--- src/rtl/core_ctrl_pkg.sv ---
// Shared decode-stage definitions: opcodes, control-field encodings,
// the mul/div sequencer state type and the control bundle.
package core_ctrl_pkg;

    localparam logic [6:0] OP_BUBBLE = 7'b0000000;
    localparam logic [6:0] OP_LOAD   = 7'b0000011;
    localparam logic [6:0] OP_IALU   = 7'b0010011;
    localparam logic [6:0] OP_AUIPC  = 7'b0010111;
    localparam logic [6:0] OP_STORE  = 7'b0100011;
    localparam logic [6:0] OP_RTYPE  = 7'b0110011;
    localparam logic [6:0] OP_LUI    = 7'b0110111;
    localparam logic [6:0] OP_BRANCH = 7'b1100011;
    localparam logic [6:0] OP_JALR   = 7'b1100111;
    localparam logic [6:0] OP_JAL    = 7'b1101111;
    localparam logic [6:0] OP_CSR    = 7'b1110011;

    localparam logic [6:0] FUNCT7_MULDIV = 7'b0000001;

    localparam logic [2:0] RES_ALU = 3'b000;
    localparam logic [2:0] RES_MEM = 3'b001;
    localparam logic [2:0] RES_PC4 = 3'b010;
    localparam logic [2:0] RES_IMM = 3'b011;
    localparam logic [2:0] RES_CSR = 3'b100;
    localparam logic [2:0] RES_MD  = 3'b101;

    localparam logic [2:0] IMM_I = 3'b000;
    localparam logic [2:0] IMM_S = 3'b001;
    localparam logic [2:0] IMM_B = 3'b010;
    localparam logic [2:0] IMM_J = 3'b011;
    localparam logic [2:0] IMM_U = 3'b100;

    localparam logic [1:0] ALUOP_ADD   = 2'b00;
    localparam logic [1:0] ALUOP_BR    = 2'b01;
    localparam logic [1:0] ALUOP_FUNCT = 2'b10;

    typedef enum logic {IDLE, WAIT} md_state_t;

    typedef struct packed {
        logic       regWrite;
        logic       memWrite;
        logic       aluSrc;
        logic       branch;
        logic       jump;
        logic       jumpALR;
        logic [2:0] immSrc;
        logic [2:0] resultSrc;
        logic [1:0] aluOp;
        logic       usesRs1;
        logic       usesRs2;
        logic       mulDiv;
    } ctrl_t;

    localparam ctrl_t CTRL_NOP = '0;

endpackage

--- src/rtl/base_opdecode.sv ---
// Combinational base-ISA main decoder: opcode to pipeline controls.
// Unknown opcodes produce all-zero controls with the illegal flag set.
module base_opdecode
    import core_ctrl_pkg::*;
(
    input  logic [6:0] op,
    output ctrl_t      ctrl,
    output logic       illegal
);

    always_comb begin
        ctrl    = CTRL_NOP;
        illegal = 1'b0;
        case (op)
            OP_BUBBLE: ;
            OP_LOAD: begin
                ctrl.regWrite  = 1'b1;
                ctrl.aluSrc    = 1'b1;
                ctrl.immSrc    = IMM_I;
                ctrl.resultSrc = RES_MEM;
                ctrl.usesRs1   = 1'b1;
            end
            OP_STORE: begin
                ctrl.memWrite = 1'b1;
                ctrl.aluSrc   = 1'b1;
                ctrl.immSrc   = IMM_S;
                ctrl.usesRs1  = 1'b1;
                ctrl.usesRs2  = 1'b1;
            end
            OP_RTYPE: begin
                ctrl.regWrite = 1'b1;
                ctrl.aluOp    = ALUOP_FUNCT;
                ctrl.usesRs1  = 1'b1;
                ctrl.usesRs2  = 1'b1;
            end
            OP_BRANCH: begin
                ctrl.branch  = 1'b1;
                ctrl.immSrc  = IMM_B;
                ctrl.aluOp   = ALUOP_BR;
                ctrl.usesRs1 = 1'b1;
                ctrl.usesRs2 = 1'b1;
            end
            OP_IALU: begin
                ctrl.regWrite = 1'b1;
                ctrl.aluSrc   = 1'b1;
                ctrl.immSrc   = IMM_I;
                ctrl.aluOp    = ALUOP_FUNCT;
                ctrl.usesRs1  = 1'b1;
            end
            OP_JAL: begin
                ctrl.regWrite  = 1'b1;
                ctrl.jump      = 1'b1;
                ctrl.immSrc    = IMM_J;
                ctrl.resultSrc = RES_PC4;
            end
            OP_JALR: begin
                ctrl.regWrite  = 1'b1;
                ctrl.jump      = 1'b1;
                ctrl.jumpALR   = 1'b1;
                ctrl.aluSrc    = 1'b1;
                ctrl.immSrc    = IMM_I;
                ctrl.resultSrc = RES_PC4;
                ctrl.usesRs1   = 1'b1;
            end
            OP_AUIPC, OP_LUI: begin
                ctrl.regWrite  = 1'b1;
                ctrl.immSrc    = IMM_U;
                ctrl.resultSrc = RES_IMM;
            end
            OP_CSR: begin
                ctrl.regWrite  = 1'b1;
                ctrl.immSrc    = IMM_I;
                ctrl.resultSrc = RES_CSR;
                ctrl.usesRs1   = 1'b1;
            end
            default: illegal = 1'b1;
        endcase
    end

endmodule

--- src/rtl/muldiv_decode_seq.sv ---
// Decode-stage control with M-extension overlay; a two-state sequencer holds
// multi-cycle mul/div ops in Decode and releases RegWrite on the final cycle.
module muldiv_decode_seq
    import core_ctrl_pkg::*;
#(
    parameter bit          M_EXT       = 1'b1,
    parameter int unsigned MUL_LATENCY = 2,
    parameter int unsigned DIV_LATENCY = 32
)
(
    input  logic        clk,
    input  logic        reset,
    input  logic [31:0] instrD,
    input  logic        stallD,
    input  logic        flushD,
    output logic        RegWriteD,
    output logic        MemWriteD,
    output logic        ALUSrcD,
    output logic        BranchD,
    output logic        JumpD,
    output logic        JumpALRD,
    output logic [2:0]  immsrcD,
    output logic [2:0]  ResultSrcD,
    output logic [1:0]  ALUOp,
    output logic        UsesRs1D,
    output logic        UsesRs2D,
    output logic        MulDivD,
    output logic        mdStartD,
    output logic        busyD,
    output logic        illegalD
);

    localparam int unsigned MAX_LAT   = (MUL_LATENCY > DIV_LATENCY) ? MUL_LATENCY : DIV_LATENCY;
    localparam int unsigned CNT_W     = $clog2(MAX_LAT + 1);
    localparam bit          MUL_MULTI = (MUL_LATENCY > 1);
    localparam bit          DIV_MULTI = (DIV_LATENCY > 1);

    logic [6:0] opcode;
    logic [6:0] funct7;
    logic       isDiv;
    logic       isMulDivOp;
    logic       mExtOp;
    logic       unusedInstr;

    assign opcode      = instrD[6:0];
    assign funct7      = instrD[31:25];
    assign isDiv       = instrD[14];
    assign isMulDivOp  = (opcode == OP_RTYPE) && (funct7 == FUNCT7_MULDIV);
    assign mExtOp      = M_EXT && isMulDivOp;
    assign unusedInstr = ^{instrD[24:15], instrD[13:7]};

    ctrl_t baseCtrl;
    logic  baseIllegal;

    base_opdecode uBase (
        .op      (opcode),
        .ctrl    (baseCtrl),
        .illegal (baseIllegal)
    );

    // M-extension overlay on top of the base decode
    ctrl_t mdCtrl;
    ctrl_t decCtrl;
    logic  decIllegal;

    always_comb begin
        mdCtrl           = CTRL_NOP;
        mdCtrl.regWrite  = 1'b1;
        mdCtrl.resultSrc = RES_MD;
        mdCtrl.usesRs1   = 1'b1;
        mdCtrl.usesRs2   = 1'b1;
        mdCtrl.mulDiv    = 1'b1;

        decCtrl    = baseCtrl;
        decIllegal = baseIllegal;
        if (isMulDivOp) begin
            if (M_EXT) begin
                decCtrl = mdCtrl;
            end else begin
                decCtrl    = CTRL_NOP;
                decIllegal = 1'b1;
            end
        end
    end

    md_state_t        state, stateNext;
    logic [CNT_W-1:0] cnt, cntNext, cntDec;

    always_ff @(posedge clk or posedge reset) begin
        if (reset) begin
            state <= IDLE;
            cnt   <= '0;
        end else begin
            state <= stateNext;
            cnt   <= cntNext;
        end
    end

    ctrl_t ctrlOut;
    logic  illegalOut;
    logic  startOut;
    logic  busyOut;

    // Sequencer next state and output masking; RegWrite only on release
    always_comb begin
        stateNext  = state;
        cntNext    = cnt;
        ctrlOut    = decCtrl;
        illegalOut = decIllegal;
        startOut   = 1'b0;
        busyOut    = 1'b0;
        cntDec     = cnt - CNT_W'(1);

        if (flushD) begin
            stateNext  = IDLE;
            cntNext    = '0;
            ctrlOut    = CTRL_NOP;
            illegalOut = 1'b0;
        end else if (state == IDLE) begin
            if (mExtOp) begin
                ctrlOut.regWrite = 1'b0;
                if (!stallD && !reset) begin
                    startOut = 1'b1;
                    if (isDiv ? DIV_MULTI : MUL_MULTI) begin
                        busyOut   = 1'b1;
                        stateNext = WAIT;
                        cntNext   = isDiv ? CNT_W'(DIV_LATENCY - 1) : CNT_W'(MUL_LATENCY - 1);
                    end else begin
                        ctrlOut.regWrite = 1'b1;
                    end
                end
            end
        end else begin
            // Instruction is held in Decode; present it as a mul/div op
            ctrlOut          = mdCtrl;
            ctrlOut.regWrite = 1'b0;
            illegalOut       = 1'b0;
            if (stallD) begin
                busyOut = 1'b1;
            end else if (cntDec != '0) begin
                busyOut = 1'b1;
                cntNext = cntDec;
            end else begin
                ctrlOut.regWrite = 1'b1;
                stateNext        = IDLE;
                cntNext          = '0;
            end
        end
    end

    assign RegWriteD  = ctrlOut.regWrite;
    assign MemWriteD  = ctrlOut.memWrite;
    assign ALUSrcD    = ctrlOut.aluSrc;
    assign BranchD    = ctrlOut.branch;
    assign JumpD      = ctrlOut.jump;
    assign JumpALRD   = ctrlOut.jumpALR;
    assign immsrcD    = ctrlOut.immSrc;
    assign ResultSrcD = ctrlOut.resultSrc;
    assign ALUOp      = ctrlOut.aluOp;
    assign UsesRs1D   = ctrlOut.usesRs1;
    assign UsesRs2D   = ctrlOut.usesRs2;
    assign MulDivD    = ctrlOut.mulDiv;
    assign mdStartD   = startOut;
    assign busyD      = busyOut;
    assign illegalD   = illegalOut;

endmodule

--- config.mk ---
export PLATFORM = sky130hd
export DESIGN_NAME = muldiv_decode_seq
export DESIGN_NICKNAME = d
export VERILOG_FILES = /design/src/rtl/core_ctrl_pkg.sv /design/src/rtl/base_opdecode.sv /design/src/rtl/muldiv_decode_seq.sv
export SDC_FILE = /design/constraint.sdc
export NUM_CORES = 1
export LEC_CHECK = 0
export ABC_AREA = 1
export CAP_MARGIN = 20
export CORE_UTILIZATION = 38
export CTS_BUF_LIST = sky130_fd_sc_hd__clkbuf_8
export DETAILED_ROUTE_END_ITERATION = 12
export PLACE_DENSITY_LB_ADDON = 0.08
export SETUP_SLACK_MARGIN = 0.02
export SLEW_MARGIN = 20
export SYNTH_ARGS = -nofsm -noshare
export SYNTH_HDL_FRONTEND = slang
export SYNTH_SLANG_ARGS = --single-unit
--- constraint.sdc ---
create_clock -name clk -period 2.1 [get_ports clk]
set_input_delay 0.42 -clock clk [delete_from_list [all_inputs] [get_ports clk]]
set_output_delay 0.42 -clock clk [all_outputs]
set_load 0.005 [all_outputs]
# Word-level counts from Yosys, hierarchy flattened
# Index checks and enable logic that the tools add are counted.
# op_classes
eq_ne,12
addsub,1
n_bitwise,0
mux,36
reduce_logical,17
n_lt_le_gt_ge,0
shifts,0
n_mul,0
div_mod_pow,0
# ops
op,n
two-way mux 6 bit,6
two-way mux 17 bit,2
== test 7 bit (second input constant),4
one-hot mux 3 bit (4 select lines),2
two-way mux 1 bit,23
== test 7 x 6 -> 1 bit (second input constant),3
two-way mux 16 bit,1
== test 7 x 5 -> 1 bit (second input constant),2
OR reduction 11 bit,1
OR reduction 8 bit,1
== test 7 x 1 -> 1 bit (second input constant),1
== test 7 x 2 -> 1 bit (second input constant),1
zero test 7 bit,1
OR reduction 7 bit,1
nonzero test 3 bit,2
nonzero test 6 bit,1
OR reduction 2 bit,3
subtractor 6 x 1 -> 6 bit (second input constant),1
two-way mux 5 bit,1
one-hot mux 2 bit (2 select lines),1
OR reduction 4 bit,1
inequality test 3 bit (second input constant),1
AND reduction 3 bit,1
OR reduction 3 bit,1
other kinds (2),4
# totals
latch_bits,0
word_cells,68
input_bits,36
output_inout_bits,20
ff_bits,7
ramBits,0
mem_bits_ro,0
memories,0

# Depth between registers and ports, before layout
# depth
depth_word,7
mapped_depth,11
ltp_nobuf,11

# Modules after synthesis
# A second synthesis with hierarchy kept.
# unflattened
hier_cells,172
area_unflattened_um2,1027.2
# modules_own_cells
module,seq_area_each_um2,n_inst,cells_per_inst,area_each_um2
muldiv_decode_seq,175.2,1,119,733.2
base_opdecode,0.0,1,53,294.0

# Worst setup path after synthesis
# Ideal clock, no wire load.
# synth_path
kind,input port to output port
from,input instrD[1]
to,output ALUOp[0]
setup_slack_ps,349
arrival_ps,1331
required_ps,1680
path_stages,9
path_buffers,2
cell_sequence,nand2_1 > inv_1 > nand2_4 > nor2_2 > nand2_2 > nand2_4 > buf_6 > nor3_1 > buf_4
# synth_via
elab_chain_cells,6
elab_cells_between_ends,9
cone_classes,eq/ne: 3; mux: 4; reduce/logical: 2
# synth_rtl
element,line_no,text
"start, declared",muldiv_decode_seq.sv:13,"input logic [31:0] instrD,"
== test 7 x 6 -> 1 bit or == test 7 x 5 -> 1 bit (tied branches),"base_opdecode.sv:14, muldiv_decode_seq.sv:48",
OR reduction 2 bit (no line),n/a,
one-hot mux 2 bit (2 select lines),base_opdecode.sv:14,case (op)
two-way mux 17 bit *,muldiv_decode_seq.sv:76,if (isMulDivOp) begin
two-way mux 16 bit *,muldiv_decode_seq.sv:119,end else if (state == IDLE) begin
two-way mux 17 bit *,muldiv_decode_seq.sv:114,if (flushD) begin
"end, declared",muldiv_decode_seq.sv:24,"output logic [1:0] ALUOp,"
# Mark *: on every way between the ends. The rest lies on a longest branch, timed or not.

# Worst setup path in the final report
# layout_path
from,input instrD[4]
to,output RegWriteD
# layout_via
elab_chain_cells,7
elab_cells_between_ends,15
cone_classes,eq/ne: 8; mux: 5; reduce/logical: 2
# layout_rtl
element,line_no,text
== test 7 x 6 -> 1 bit (tied with other cells),"base_opdecode.sv:14, muldiv_decode_seq.sv:48",
OR reduction 8 bit (no line),n/a,
two-way mux 1 bit,base_opdecode.sv:14,
two-way mux 17 bit,muldiv_decode_seq.sv:76,
two-way mux 1 bit *,muldiv_decode_seq.sv:120,if (mExtOp) begin
two-way mux 1 bit *,muldiv_decode_seq.sv:119,
two-way mux 17 bit *,muldiv_decode_seq.sv:114,
"end, declared",muldiv_decode_seq.sv:16,"output logic RegWriteD,"
# Marked as above.

==> reports/qor_table.md <==
| Quantity | Value | Unit |
| --- | --- | --- |
| Status | complete, but fails checks | - |
| Violated checks | setup timing | - |
| Number of sinks on the clock net | 7 | - |
| Final setup violation count | 2 | - |
| Setup repair after global routing missed its margin | yes | - |
| Required time worst endpoint | 1.68 | ns |
| Number of antenna violations at the first check in global routing | 0 | - |
| Global-route wire length before repair | 6.354 | mm |
| Count of vias placed by the detailed router | 1614 | - |
| Number of remaining DRC errors | 0 | - |
| Final worst setup slack | -0.06157 | ns |
| Number of synthesis warnings | 0 | - |
| Classification of the worst-slack hold path | reg -> reg | - |
| Maximum number of pins on one net before global-route repair | 12 | - |
| Power density relative to cell area | 383.5 | mW/mm² |
| Most used cells in the layout excluding fill and tap cells | 57 x buf_4, 27 x nand2_1, 18 x buf_2 | - |
| Clock tree from TritonCTS | done | - |
| DIE AREA | 0.002583 | mm² |
| Class of the most critical setup path | in -> out | - |
| Clock transition at the registers of the reported paths | 0.04 | ns |
| Final Wtd Congestion | 0.8842 | - |
| Achievable frequency | 0.4626 | GHz |
| Count of final hold-check violations | 0 | - |
| Total Power | 0.0007515 | W |
| Worst setup EP type | primary output | - |
| Placed cell areas | 0.001555 | mm² |
| Worst slew pin tran | 0.3114 | ns |
| Count of port buffers added during placement | 38 | - |
| Vias in the first global route | 1438 | - |
| Yosys reg bits | 7 | - |
| Vertical extent of the die | 50.83 | µm |
| DRT Wirelength | 5.181 | mm |
| Maximum level of the CTS H-tree | 1 | - |
| Initial Util | 40.56 | % |
| Count of TritonRoute iterations in the first routing pass | 4 | - |
| Lkg Pwr | 1.019 | nW |
| Cell area after synthesis | 905.9 | µm² |
| Slew Limit Fails | 0 | - |
| Wire length per cell after detailed routing | 18.44 | µm |
| Nets in the synthesized netlist | 187 | - |
| Via density per instance | 5.744 | - |
| I/O pin count | 56 | - |
| Syn-to-layout area delta | 116.3 | % |
| Max_slew headroom | 79.22 | % |
| Global route total overflow | 0 | - |
| Crit path arrival time | 1.74 | ns |
| Synth unique cells | 25 | - |
| Final clock period utilization by the worst path | 102.9 | % |
| Register area share after synthesis | 19.34 | % |
| Final HPWL DP | 2.263 | mm |
| Antenna diodes | 0 | - |
| Net count of the finished layout | 292 | - |
| Critical Path Start Type | input port | - |
| Maximum fanout along the worst path | 5 | - |
| Number of buffers on the longest clock path | 2 | - |
| CTS hold repair buffers | 0 | - |
| Share of layout cells above drive strength 1 | 60.08 | % |
| Leading cell type in the layout, fill and taps excluded | buf_4 | - |
| Syn_area_per_cell | 6.080 | µm² |
| Clock Tree Root | clkbuf_8 | - |
| Global-route usage over all layers | 33.25 | % |
| Rows | 17 | - |
| Worst IR drop on VDD | 0.5809 | mV |
| Min Hold Slack | 0.5639 | ns |
| Max-capacitance violation count | 0 | - |
| Antenna Violating Nets Remaining | 0 | - |
| Total CTS buffers | 3 | - |
| Total core area | 0.002233 | mm² |
| Finished layout cell area | 0.001959 | mm² |
| Synthesized instance count | 149 | - |
| Floorplan die width | 50.83 | µm |
| Clock skew after layout | 0.007914 | ns |
| Shortest clock period the worst path allows after layout | 2.162 | ns |
| DR iter-0 viols | 51 | - |
| Clock network latency to the later pin of the worst-skew pair | 0.24 | ns |
==> final timing paths <==
| path | startpoint | end | slack [ns] | cells past startpoint |
|---|---|---|---|---|
| worst max-delay path | instrD[4] | RegWriteD | -0.06 | 10 |
| worst min-delay path | cnt[5]$_DFFE_PP0P_ | cnt[5]$_DFFE_PP0P_ | 0.56 | 2 |
| worst max register to register | cnt[0]$_DFFE_PP0P_ | cnt[2]$_DFFE_PP0P_ | 0.04 | 15 |
| worst min register to register | cnt[5]$_DFFE_PP0P_ | cnt[5]$_DFFE_PP0P_ | 0.56 | 2 |
| max in group asynchronous | reset | cnt[5]$_DFFE_PP0P_ | 1.27 | 3 |
| min in group asynchronous | reset | state$_DFF_PP0_ | 0.59 | 3 |
==> routing by layer <==
metal  vias to the layer above  wire, µm  track usage (%)  part of all wire (%)
met5                         -         0                0                     0
li1                        687         -                -                     -
met1                       743      1820            37.82                    35
met3                        39       567            8.333                    11
met2                       145      2473            59.33                    48
met4                         0       320            12.50                   6.2
==> repair_timing <==
action	in CTS	in global routing
endpoints found under the setup margin	20	20
setup buffers	23	9
gates resized for setup	135	33
cloned	1	0
pin swaps	30	25
==> sequential cells by signal, indices dropped and copies added, names as in the netlist <==
register,count
state,1
cnt,6
==> kinds of logic after synthesis <==
logic type                 Yosys count  synth area share, %
DFF                                  7                19.34
and+or+nand+nor                     94                49.03
buffers and inverters               26                14.09
adders and majority gates            2                2.762
AOI/OAI and AO/OA                   20                14.78
==> cell usage after synthesis, drive strengths merged <==
cell | instances | area [µm²]
a21oi | 3 | 15.01
inv | 21 | 78.83
a31oi | 2 | 12.51
o21ai | 10 | 68.81
nor2 | 29 | 128.9
nor3 | 5 | 25.02
nand4 | 3 | 18.77
ha | 2 | 25.02
nor4 | 1 | 6.260
nand3 | 14 | 80.08
nand2 | 42 | 185.2
clkbuf | 2 | 18.76
o31ai | 2 | 15.01
o21a | 2 | 15.01
dfrtp | 7 | 175.2
o21bai | 1 | 7.510
buf | 3 | 30.03
==> power by group <==
group	internal [W]	switching, W
sequential	0.000147	0.0000146
combinational	0.000195	0.000201
clock	0.000127	0.0000665
total	0.000469	0.000283
==> area by class of cell <==
class / instances / area [µm²]
clock buffer: 3 / 41.29
clock inverter: 1 / 3.754
fill: 113 / 274.0
inverter: 21 / 81.33
multi-input combinational: 117 / 820.8
sequential: 7 / 175.2
tap: 28 / 35.03
timing repair buffer: 104 / 802.0
==> through the flow <==
stage	setup TNS, ns	utilization (%)	worst slack (ns)	instances
2_1_floorplan	0	-	0.3487	149
3_3_place_gp	-9.451	69.64	-0.5811	246
3_5_place_dp	-9.749	69.64	-0.5773	246
4_1_cts	-0.003946	83.75	-0.003946	274
5_1_grt	-0.2597	87.73	-0.09889	281
6_report	-0.06175	87.73	-0.06157	281
==> critical path, cell delays in order <==
cell and delay, ns:
buf_2 0.17, buf_4 0.17, nand4_1 0.19, o21a_1 0.19, buf_4 0.13, buf_4 0.12, nand2_1 0.08, nand3_1 0.09
nand2_1 0.08, buf_2 0.11
No activity file was read; power rests on OpenSTA's default activity.
